$ cat src/rtl/lsu_mem_master_pkg.sv
// Shared types and constants for the load/store memory master.
// Data memory depth and RV32I load/store funct3 codes live here.
package lsu_mem_master_pkg;

    localparam int unsigned ADDR_W_DEF   = 32;
    localparam int unsigned DCATCH_DEPTH = 8;

    localparam logic [2:0] F3_B  = 3'b000;
    localparam logic [2:0] F3_H  = 3'b001;
    localparam logic [2:0] F3_W  = 3'b010;
    localparam logic [2:0] F3_BU = 3'b100;
    localparam logic [2:0] F3_HU = 3'b101;

    typedef enum logic [2:0] {
        S_IDLE,
        S_ACC,
        S_RDW,
        S_ERR,
        S_SPL2,
        S_RDW2
    } state_t;

    // Stores only have SB/SH/SW; loads additionally have LBU/LHU.
    function automatic logic f3_illegal(input logic we, input logic [2:0] f3);
        if (we)
            return f3[2] | (f3[1:0] == 2'b11);
        else
            return (f3 == 3'b011) | (f3[2:1] == 2'b11);
    endfunction

    function automatic logic f3_misaligned(input logic [2:0] f3, input logic [1:0] off);
        case (f3[1:0])
            2'b01:   return off[0];
            2'b10:   return off != 2'b00;
            default: return 1'b0;
        endcase
    endfunction

endpackage

$ cat src/rtl/lsu_mem_master_if.sv
// Request/response and byte-lane memory bus of the load/store master.
interface lsu_mem_master_if #(
    parameter int unsigned ADDR_W = 32
);
    logic              req_valid;
    logic              req_ready;
    logic              req_we;
    logic [2:0]        req_funct3;
    logic [ADDR_W-1:0] req_addr;
    logic [31:0]       req_wdata;

    logic              rsp_valid;
    logic [31:0]       rsp_rdata;
    logic              rsp_err;

    logic [ADDR_W-1:0] mem_addr;
    logic [3:0]        mem_wren;
    logic [31:0]       mem_wrdata;
    logic [3:0]        mem_rden;
    logic [31:0]       mem_rddata;

    modport master (
        input  req_valid, req_we, req_funct3, req_addr, req_wdata, mem_rddata,
        output req_ready, rsp_valid, rsp_rdata, rsp_err,
               mem_addr, mem_wren, mem_wrdata, mem_rden
    );

    modport slave (
        output req_valid, req_we, req_funct3, req_addr, req_wdata, mem_rddata,
        input  req_ready, rsp_valid, rsp_rdata, rsp_err,
               mem_addr, mem_wren, mem_wrdata, mem_rden
    );

endinterface

$ cat src/rtl/lsu_mem_master_load_fmt.sv
// Load result formatter: byte/half/word select from a (possibly merged 64-bit)
// read word, then sign or zero extension. Purely combinational.
module lsu_load_fmt
    import lsu_mem_master_pkg::*;
(
    input  logic [63:0] i_rddata,
    input  logic [1:0]  i_offset,
    input  logic [2:0]  i_funct3,
    output logic [31:0] o_rdata
);

    logic [31:0] w_sh;

    assign w_sh = 32'(i_rddata >> {i_offset, 3'b000});

    always_comb begin
        o_rdata = '0;
        case (i_funct3)
            F3_B:    o_rdata = {{24{w_sh[7]}}, w_sh[7:0]};
            F3_H:    o_rdata = {{16{w_sh[15]}}, w_sh[15:0]};
            F3_W:    o_rdata = w_sh;
            F3_BU:   o_rdata = {24'h0, w_sh[7:0]};
            F3_HU:   o_rdata = {16'h0, w_sh[15:0]};
            default: o_rdata = '0;
        endcase
    end

endmodule

$ cat src/rtl/lsu_mem_master.sv
// RV32 load/store initiator onto a byte-lane data memory.
// Define LSU_MISALIGN_SPLIT_EN to split word-crossing accesses into two words.
module lsu_mem_master
    import lsu_mem_master_pkg::*;
#(
    parameter int unsigned ADDR_W = ADDR_W_DEF,
    parameter int unsigned DEPTH  = DCATCH_DEPTH
) (
    input logic              clk,
    input logic              rst,
    lsu_mem_master_if.master bus
);

    if (DEPTH < 3 || DEPTH > ADDR_W) begin : g_bad_depth
        $error("lsu_mem_master: DEPTH out of range");
    end

    state_t            r_state;
    logic              r_ready;
    logic              r_rsp_valid;
    logic              r_rsp_err;
    logic [ADDR_W-1:0] r_mem_addr;
    logic [3:0]        r_wren;
    logic [3:0]        r_rden;
    logic [31:0]       r_wrdata;
    logic              r_we;
    logic              r_split;
    logic [2:0]        r_f3;
    logic [1:0]        r_off;

    logic [1:0]        w_off;
    logic [3:0]        w_base;
    logic [3:0]        w_mask;
    logic [31:0]       w_wr_lo;
    logic              w_misal;
    logic              w_illegal;
    logic              w_err;
    logic              w_split;
    logic [ADDR_W-1:0] w_word_addr;
    logic [63:0]       w_fmt_in;
    logic [31:0]       w_fmt_out;
    logic              w_rsp_en;

`ifdef LSU_MISALIGN_SPLIT_EN
    logic [7:0]        w_mask8;
    logic [31:0]       w_wdata_sz;
    logic [63:0]       w_wr64;
    logic [ADDR_W-1:0] r_addr;
    logic [3:0]        r_mask_hi;
    logic [31:0]       r_wr_hi;
    logic [31:0]       r_lo;
`endif

    assign w_off       = bus.req_addr[1:0];
    assign w_word_addr = {bus.req_addr[ADDR_W-1:2], 2'b00};
    assign w_misal     = f3_misaligned(bus.req_funct3, w_off);
    assign w_illegal   = f3_illegal(bus.req_we, bus.req_funct3);

    always_comb begin
        w_base = 4'b1111;
        case (bus.req_funct3[1:0])
            2'b00:   w_base = 4'b0001;
            2'b01:   w_base = 4'b0011;
            default: w_base = 4'b1111;
        endcase
    end

`ifdef LSU_MISALIGN_SPLIT_EN
    // Lanes past byte 3 belong to the following word.
    assign w_mask8    = {4'b0000, w_base} << w_off;
    assign w_mask     = w_mask8[3:0];
    assign w_split    = |w_mask8[7:4];
    assign w_err      = w_illegal;
    assign w_wdata_sz = bus.req_funct3[0] ? {16'h0, bus.req_wdata[15:0]} : bus.req_wdata;
    assign w_wr64     = {32'h0, w_wdata_sz} << {w_off, 3'b000};
`else
    assign w_mask  = w_base << w_off;
    assign w_split = 1'b0;
    assign w_err   = w_illegal | w_misal;
`endif

    always_comb begin
        w_wr_lo = bus.req_wdata;
        case (bus.req_funct3[1:0])
            2'b00:   w_wr_lo = {4{bus.req_wdata[7:0]}};
            2'b01:   w_wr_lo = {2{bus.req_wdata[15:0]}};
            default: w_wr_lo = bus.req_wdata;
        endcase
`ifdef LSU_MISALIGN_SPLIT_EN
        if (w_misal) w_wr_lo = w_wr64[31:0];
`endif
    end

    always_ff @(posedge clk or posedge rst) begin
        if (rst) begin
            r_state     <= S_IDLE;
            r_ready     <= 1'b1;
            r_rsp_valid <= 1'b0;
            r_rsp_err   <= 1'b0;
            r_mem_addr  <= '0;
            r_wren      <= '0;
            r_rden      <= '0;
            r_wrdata    <= '0;
            r_we        <= 1'b0;
            r_split     <= 1'b0;
            r_f3        <= '0;
            r_off       <= '0;
`ifdef LSU_MISALIGN_SPLIT_EN
            r_addr      <= '0;
            r_mask_hi   <= '0;
            r_wr_hi     <= '0;
            r_lo        <= '0;
`endif
        end else begin
            r_rsp_valid <= 1'b0;
            r_rsp_err   <= 1'b0;
            r_mem_addr  <= '0;
            r_wren      <= '0;
            r_rden      <= '0;
            r_wrdata    <= '0;
            case (r_state)
                S_IDLE: begin
                    if (bus.req_valid) begin
                        r_ready <= 1'b0;
                        r_we    <= bus.req_we;
                        r_f3    <= bus.req_funct3;
                        r_off   <= w_off;
                        r_split <= w_split;
`ifdef LSU_MISALIGN_SPLIT_EN
                        r_addr    <= w_word_addr;
                        r_mask_hi <= w_mask8[7:4];
                        r_wr_hi   <= w_wr64[63:32];
`endif
                        if (w_err) begin
                            r_state     <= S_ERR;
                            r_rsp_valid <= 1'b1;
                            r_rsp_err   <= 1'b1;
                        end else begin
                            r_state    <= S_ACC;
                            r_mem_addr <= w_word_addr;
                            if (bus.req_we) begin
                                r_wren      <= w_mask;
                                r_wrdata    <= w_wr_lo;
                                r_rsp_valid <= ~w_split;
                            end else begin
                                r_rden <= w_mask;
                            end
                        end
                    end
                end
                S_ACC: begin
                    if (!r_we) begin
                        r_state     <= S_RDW;
                        r_rsp_valid <= ~r_split;
                    end else if (r_split) begin
                        r_state     <= S_SPL2;
                        r_rsp_valid <= 1'b1;
`ifdef LSU_MISALIGN_SPLIT_EN
                        r_mem_addr  <= r_addr + ADDR_W'(4);
                        r_wren      <= r_mask_hi;
                        r_wrdata    <= r_wr_hi;
`endif
                    end else begin
                        r_state <= S_IDLE;
                        r_ready <= 1'b1;
                    end
                end
                S_RDW: begin
                    if (r_split) begin
                        r_state    <= S_SPL2;
`ifdef LSU_MISALIGN_SPLIT_EN
                        r_lo       <= bus.mem_rddata;
                        r_mem_addr <= r_addr + ADDR_W'(4);
                        r_rden     <= r_mask_hi;
`endif
                    end else begin
                        r_state <= S_IDLE;
                        r_ready <= 1'b1;
                    end
                end
                S_SPL2: begin
                    if (r_we) begin
                        r_state <= S_IDLE;
                        r_ready <= 1'b1;
                    end else begin
                        r_state     <= S_RDW2;
                        r_rsp_valid <= 1'b1;
                    end
                end
                default: begin
                    r_state <= S_IDLE;
                    r_ready <= 1'b1;
                end
            endcase
        end
    end

    // Read data is only valid in the cycle after mem_rden, so the load
    // result is formatted straight from mem_rddata during the response cycle.
`ifdef LSU_MISALIGN_SPLIT_EN
    assign w_fmt_in = (r_state == S_RDW2) ? {bus.mem_rddata, r_lo} : {32'h0, bus.mem_rddata};
`else
    assign w_fmt_in = {32'h0, bus.mem_rddata};
`endif
    assign w_rsp_en = ((r_state == S_RDW) && !r_split) || (r_state == S_RDW2);

    lsu_load_fmt u_fmt (
        .i_rddata (w_fmt_in),
        .i_offset (r_off),
        .i_funct3 (r_f3),
        .o_rdata  (w_fmt_out)
    );

    assign bus.req_ready  = r_ready;
    assign bus.rsp_valid  = r_rsp_valid;
    assign bus.rsp_err    = r_rsp_err;
    assign bus.rsp_rdata  = w_rsp_en ? w_fmt_out : '0;
    assign bus.mem_addr   = r_mem_addr;
    assign bus.mem_wren   = r_wren;
    assign bus.mem_wrdata = r_wrdata;
    assign bus.mem_rden   = r_rden;

endmodule

$ cat src/flat_wrapper.sv
// flat-port wrapper written by rule: the top's interface ports become plain ports
module lsu_mem_master_flat import lsu_mem_master_pkg::*;
#(
    parameter int unsigned ADDR_W = ADDR_W_DEF,
    parameter int unsigned DEPTH  = DCATCH_DEPTH
)
  (clk, rst, bus_req_valid, bus_req_we, bus_req_funct3, bus_req_addr, bus_req_wdata, bus_mem_rddata, bus_req_ready, bus_rsp_valid, bus_rsp_rdata, bus_rsp_err, bus_mem_addr, bus_mem_wren, bus_mem_wrdata, bus_mem_rden);
  lsu_mem_master_if #(.ADDR_W(ADDR_W)) bus_i ();
  input logic clk;
  input logic rst;
  input wire logic [$bits(bus_i.req_valid)-1:0] bus_req_valid;
  input wire logic [$bits(bus_i.req_we)-1:0] bus_req_we;
  input wire logic [$bits(bus_i.req_funct3)-1:0] bus_req_funct3;
  input wire logic [$bits(bus_i.req_addr)-1:0] bus_req_addr;
  input wire logic [$bits(bus_i.req_wdata)-1:0] bus_req_wdata;
  input wire logic [$bits(bus_i.mem_rddata)-1:0] bus_mem_rddata;
  output wire logic [$bits(bus_i.req_ready)-1:0] bus_req_ready;
  output wire logic [$bits(bus_i.rsp_valid)-1:0] bus_rsp_valid;
  output wire logic [$bits(bus_i.rsp_rdata)-1:0] bus_rsp_rdata;
  output wire logic [$bits(bus_i.rsp_err)-1:0] bus_rsp_err;
  output wire logic [$bits(bus_i.mem_addr)-1:0] bus_mem_addr;
  output wire logic [$bits(bus_i.mem_wren)-1:0] bus_mem_wren;
  output wire logic [$bits(bus_i.mem_wrdata)-1:0] bus_mem_wrdata;
  output wire logic [$bits(bus_i.mem_rden)-1:0] bus_mem_rden;
  assign bus_i.req_valid = bus_req_valid;
  assign bus_i.req_we = bus_req_we;
  assign bus_i.req_funct3 = bus_req_funct3;
  assign bus_i.req_addr = bus_req_addr;
  assign bus_i.req_wdata = bus_req_wdata;
  assign bus_i.mem_rddata = bus_mem_rddata;
  assign bus_req_ready = bus_i.req_ready;
  assign bus_rsp_valid = bus_i.rsp_valid;
  assign bus_rsp_rdata = bus_i.rsp_rdata;
  assign bus_rsp_err = bus_i.rsp_err;
  assign bus_mem_addr = bus_i.mem_addr;
  assign bus_mem_wren = bus_i.mem_wren;
  assign bus_mem_wrdata = bus_i.mem_wrdata;
  assign bus_mem_rden = bus_i.mem_rden;
  lsu_mem_master #(.ADDR_W(ADDR_W), .DEPTH(DEPTH)) u_core (.clk(clk), .rst(rst), .bus(bus_i));
endmodule
$ cat config.mk
export PLATFORM = sky130hd
export DESIGN_NAME = lsu_mem_master_flat
export DESIGN_NICKNAME = d
export VERILOG_FILES = /design/src/rtl/lsu_mem_master_pkg.sv /design/src/rtl/lsu_mem_master_if.sv /design/src/rtl/lsu_mem_master_load_fmt.sv /design/src/rtl/lsu_mem_master.sv /design/src/flat_wrapper.sv
export SDC_FILE = /design/constraint.sdc
export NUM_CORES = 1
export LEC_CHECK = 0
export CAP_MARGIN = 10
export CORE_MARGIN = 2
export CORE_UTILIZATION = 43
export DETAILED_ROUTE_END_ITERATION = 8
export GPL_TIMING_DRIVEN = 0
export PLACE_DENSITY = 0.82
export REMOVE_ABC_BUFFERS = 1
export SYNTH_ARGS = -nofsm -noshare
export SYNTH_HDL_FRONTEND = slang
export SYNTH_HIERARCHICAL = 1
export SYNTH_SLANG_ARGS = --single-unit
$ cat constraint.sdc
create_clock -name clk -period 4 [get_ports clk]
set_input_delay 1.2 -clock clk [delete_from_list [all_inputs] [get_ports clk]]
set_output_delay 1.2 -clock clk [all_outputs]
set_load 0.05 [all_outputs]
==> summary.md, run 1 <==
| Metric | Value |
|---|---|
| Gate count after technology mapping | `469` |
| Number of top-level pins | `210` |
| DIE AREA | `12100 um2` |
| Die extent in y | `110 um` |
| FFs w/ async S/R, synth | `100%` |
| Congestion Overflow GR | `0` |
| Top cells by area, synth | `sky130_fd_sc_hd__dfrtp_1, sky130_fd_sc_hd__mux4_2, sky130_fd_sc_hd__nor3_1` |
| TritonCTS clock tree | `yes` |
| Last weighted congestion value of the routability-driven placer | `0.794` |
| Type of element launching the critical path | `primary input` |
| Total core area | `10900 um2` |
| Run status | `finished clean` |
| Via count of the first global-routing pass | `4367` |
| Largest stage delay on the critical path | `460 ps` |
| Power per cell area | `545 nW/um2` |
| Number of design-rule violations left by the first detailed-router iteration | `247` |
| Number of flip-flops and latches in the synthesized netlist | `82` |
| CTS Buffer Depth | `2` |
| Core Rows | `38` |
| Number of nets in the final layout | `809` |
| Post-synthesis cell type with the largest combined area | `sky130_fd_sc_hd__dfrtp_1` |
| Worst-case vdd ir drop | `0.372 mV` |
| Half-perimeter wire length of the detailed placement result | `10.1 mm` |
| Global-route wire length before repair | `22.1 mm` |
| Post-synthesis share of cell area spent on full adders, half adders and majority gates | `1.55%` |
| Data arrival time of the critical path | `2740 ps` |
| Maximum number of pins on one net before global-route repair | `64` |
| Clock input transition at the sequential cells of the worst setup and hold paths | `60 ps` |
| Cts bufs inserted | `9` |
| Fmax | `254 MHz` |
| Wire per inst | `16.7 um` |
| Proportion of layout cells with a drive suffix above 1 | `14.1%` |
| CTS hold repair buffers | `0` |
| Portion of synthesized cell area occupied by the leading cell type | `41.8%` |
| Final worst-path cycle share | `98.5%` |
| Synth cell types | `44` |
| Relative max-transition margin | `38.1%` |
| Width of the chip | `110 um` |
| Number of levels in the clock H-tree | `3` |
| Crit path max-delay cell type | `sky130_fd_sc_hd__mux4_2` |
| Starting density of the core | `44.3%` |
| Number of max-cap violations | `0` |
| Leakage power | `3.37 nW` |
| Fraction of synthesized area in multiplexers | `17.9%` |
| EDFF count, synth | `0` |
| Number of fillers in the final layout | `850` |
| Crit path capture type | `output port` |
| Kind of cell adding the most delay to the critical path | `buffers and inverters` |
| Final hold vios | `0` |
| Total length of routed wires | `14.1 mm` |
| Final count of negative-setup-slack endpoints | `0` |
| Detailed-route vias per instance | `5.12` |
| Min-Delay Path Class | `reg2reg` |
| Later-pin clock latency in the skew report | `330 ps` |
| CTS Root Cell | `sky130_fd_sc_hd__clkbuf_16` |
| Area grow syn2layout | `54.8%` |
| Number of antenna violations at the first check in global routing | `0` |
| RSZ-0062 raised after global routing | `false` |
| Critical path start-end classification | `in2out` |
| DRC violation count after routing | `0` |
| Largest family of logic cells by synthesized area | `simple AND/OR/NAND/NOR gates` |
| Residual antenna-violating net count after detailed routing | `0` |
| Critical path cell sequence | `clkdlybuf4s50_1 > mux4_2 > nor2b_1 > and2_1 > clkdlybuf4s15_2` |
| Vias after detailed routing | `4320` |
| Buffering stage count on the worst path with inverters included | `2` |
| Clock tree skew after final layout | `4.49 ps` |
| Number of antenna repair diodes | `0` |
| Warning count from the yosys run | `6` |
| Crit path max fanout | `4` |
| Router iterations before antenna repair | `4` |
| Final total power | `4.09 mW` |
| Final sum of negative setup slack | `0 ps` |
| Post-synthesis simple-gate area fraction | `20.7%` |
| Final period demand of the worst path | `3940 ps` |
| Portion of the post-synthesis area used by sequential elements | `42.4%` |
| Average size of a mapped cell | `10.3 um2` |
| Number of clock sinks | `82` |
| Multi-input combinational cell area | `2570 um2` |
| Transition time of the tightest slew-check pin | `925 ps` |
| Total area of sequential cells | `2060 um2` |
| Buffers on Ports | `207` |
| Required time of the critical path | `2800 ps` |
| Global-route total usage across every layer | `24.0%` |
| XOR/XNOR Fraction of Synth Area | `0.181%` |
| Final number of max-transition violations | `0` |
| Top flip-flop cell by instance count after synthesis | `sky130_fd_sc_hd__dfrtp_1` |
| Share of the synthesized area in compound gates (AO/OA/AOI/OAI) | `8.03%` |
| Netlist area before placement | `4850 um2` |
-- metal layers --
metal,wire (um),GRT usage (%),up-vias
met5,0,0,-
met4,306,8.75,0
met3,1810,10.7,24
met2,6930,41.3,215
met1,5030,26.1,2036
li1,-,-,2045
-- flip-flops by register name, indices dropped and copies added, names as in the netlist --
name	cells
u_core/bus.mem_wrdata	32
u_core/bus.mem_addr	30
u_core/bus.mem_rden	4
u_core/r_f3	3
u_core/r_off	2
u_core/bus.rsp_valid	1
u_core/r_state	3
u_core/bus.req_ready	1
u_core/bus.mem_wren	4
u_core/r_we	1
u_core/bus.rsp_err	1
-- cells in the mapped netlist (2+ instances only) --
cell                       count
sky130_fd_sc_hd__nand3b_1      2
sky130_fd_sc_hd__ha_1          6
sky130_fd_sc_hd__nor2b_1      13
sky130_fd_sc_hd__mux2_2        2
sky130_fd_sc_hd__nor4b_1       2
sky130_fd_sc_hd__mux2i_1      12
sky130_fd_sc_hd__buf_4         8
sky130_fd_sc_hd__clkbuf_1     20
sky130_fd_sc_hd__o211ai_2      2
sky130_fd_sc_hd__nand2_1      29
sky130_fd_sc_hd__a31oi_1      16
sky130_fd_sc_hd__nor2_1       20
sky130_fd_sc_hd__a21o_1        2
sky130_fd_sc_hd__o211ai_1      9
sky130_fd_sc_hd__a21oi_1       2
sky130_fd_sc_hd__nor3_1       68
sky130_fd_sc_hd__nor4_1        4
sky130_fd_sc_hd__buf_2         8
sky130_fd_sc_hd__mux4_1        3
sky130_fd_sc_hd__buf_6         8
sky130_fd_sc_hd__mux4_2       28
sky130_fd_sc_hd__nand2b_1      4
sky130_fd_sc_hd__a22o_1        8
sky130_fd_sc_hd__and2_1       34
sky130_fd_sc_hd__dfrtp_1      81
sky130_fd_sc_hd__inv_1        49
sky130_fd_sc_hd__o21ai_0      12
-- per-stage QoR --
| stage | instances | instance area, um2 | util (%) | worst slack [ps] | hold slack (ps) |
|---|---|---|---|---|---|
| floorplan | 474 | 4770 | - | 213 | 478 |
| global placement | 821 | 7010 | 64.1 | -1130 | 490 |
| detailed placement | 825 | 7130 | 65.2 | -886 | 497 |
| CTS | 844 | 7480 | 68.4 | 10.8 | 507 |
| global route | 844 | 7500 | 68.6 | 4.81 | 546 |
| finish | 844 | 7500 | 68.6 | 61.8 | 509 |
-- cell usage in the layout (no fill, tap or decap), drive strengths merged, types with 5 or more instances in the layout --
cell type      netlist  routed
o21ai               12      12
nor2                21      21
nor4                 5       5
clkdlybuf4s50        0     171
clkbuf              20      14
nor2b               13      13
nor3                68      68
conb                 1      50
ha                   6       6
dfrtp               81      81
buf                 24      38
mux4                31      31
o211ai              11      11
mux2i               12      12
inv                 49      49
nand2               29      29
a22o                 8       8
a31oi               16      16
and2                34      34
-- path summary, 6_finish.rpt --
kind,end,slack [ps],cells past startpoint,from
max,bus_rsp_rdata[2],60,5,bus_mem_rddata[26]
min,u_core/r_state[2],510,1,u_core/r_we
max reg2reg,u_core/bus.mem_wren[0],1390,3,u_core/r_state[2]
min reg2reg,u_core/r_state[2],510,1,u_core/r_we
max in group asynchronous,u_core/bus.req_ready,2180,3,rst
min in group asynchronous,u_core/bus.mem_addr[16],1170,2,rst
-- worst register-to-register path, stage by stage (launching register included) --
cell                      delay (ps)
sky130_fd_sc_hd__dfrtp_1         520
sky130_fd_sc_hd__nor4b_4         890
sky130_fd_sc_hd__nand2_1         690
sky130_fd_sc_hd__nor4_1          390
-- cell type report --
class,instances,share of cell area [%]
multi-input cells,343,34.2
repair buffers,215,29.7
well taps,140,2.33
flip-flops and latches,82,27.4
clock buffers,14,3.78
inverters,49,2.48
clock inverters,1,0.100
-- report_power, final --
group | total, mW | internal [mW] | switching [mW]
clock network | 0.794 | 0.485 | 0.308
logic | 2.20 | 0.977 | 1.22
registers | 1.10 | 0.920 | 0.176
-- repair_timing --
action,CTS,global route
gates cloned,1,0
setup buffers,3,0
endpoints found under the setup margin,32,11
resized for setup,193,24
pin swaps,1,0
endpoints found under the hold margin,0,0
-- cell families (layout without fill, tap and decap cells) --
kind of cell	Yosys count	in the layout
flip-flops	82	82
adder cells (fa/ha/maj)	6	6
AO/OA/AOI/OAI	55	55
multiplexers	46	46
buffers and inverters	93	279
AND/OR/NAND/NOR	185	185
XOR/XNOR	1	1
other	1	50
No activity file was read; power rests on OpenSTA's default activity.
==> run 2, diff against run 1 <==
--- a/config.mk
+++ b/config.mk
@@ -8,6 +8,7 @@
 export CAP_MARGIN = 10
 export CORE_MARGIN = 2
 export CORE_UTILIZATION = 43
+export CTS_CLUSTER_DIAMETER = 40
 export DETAILED_ROUTE_END_ITERATION = 8
 export GPL_TIMING_DRIVEN = 0
 export PLACE_DENSITY = 0.82
==> results of run 2 <==
Same layout as run 1: the final DEF is identical, and so are final timing and power.
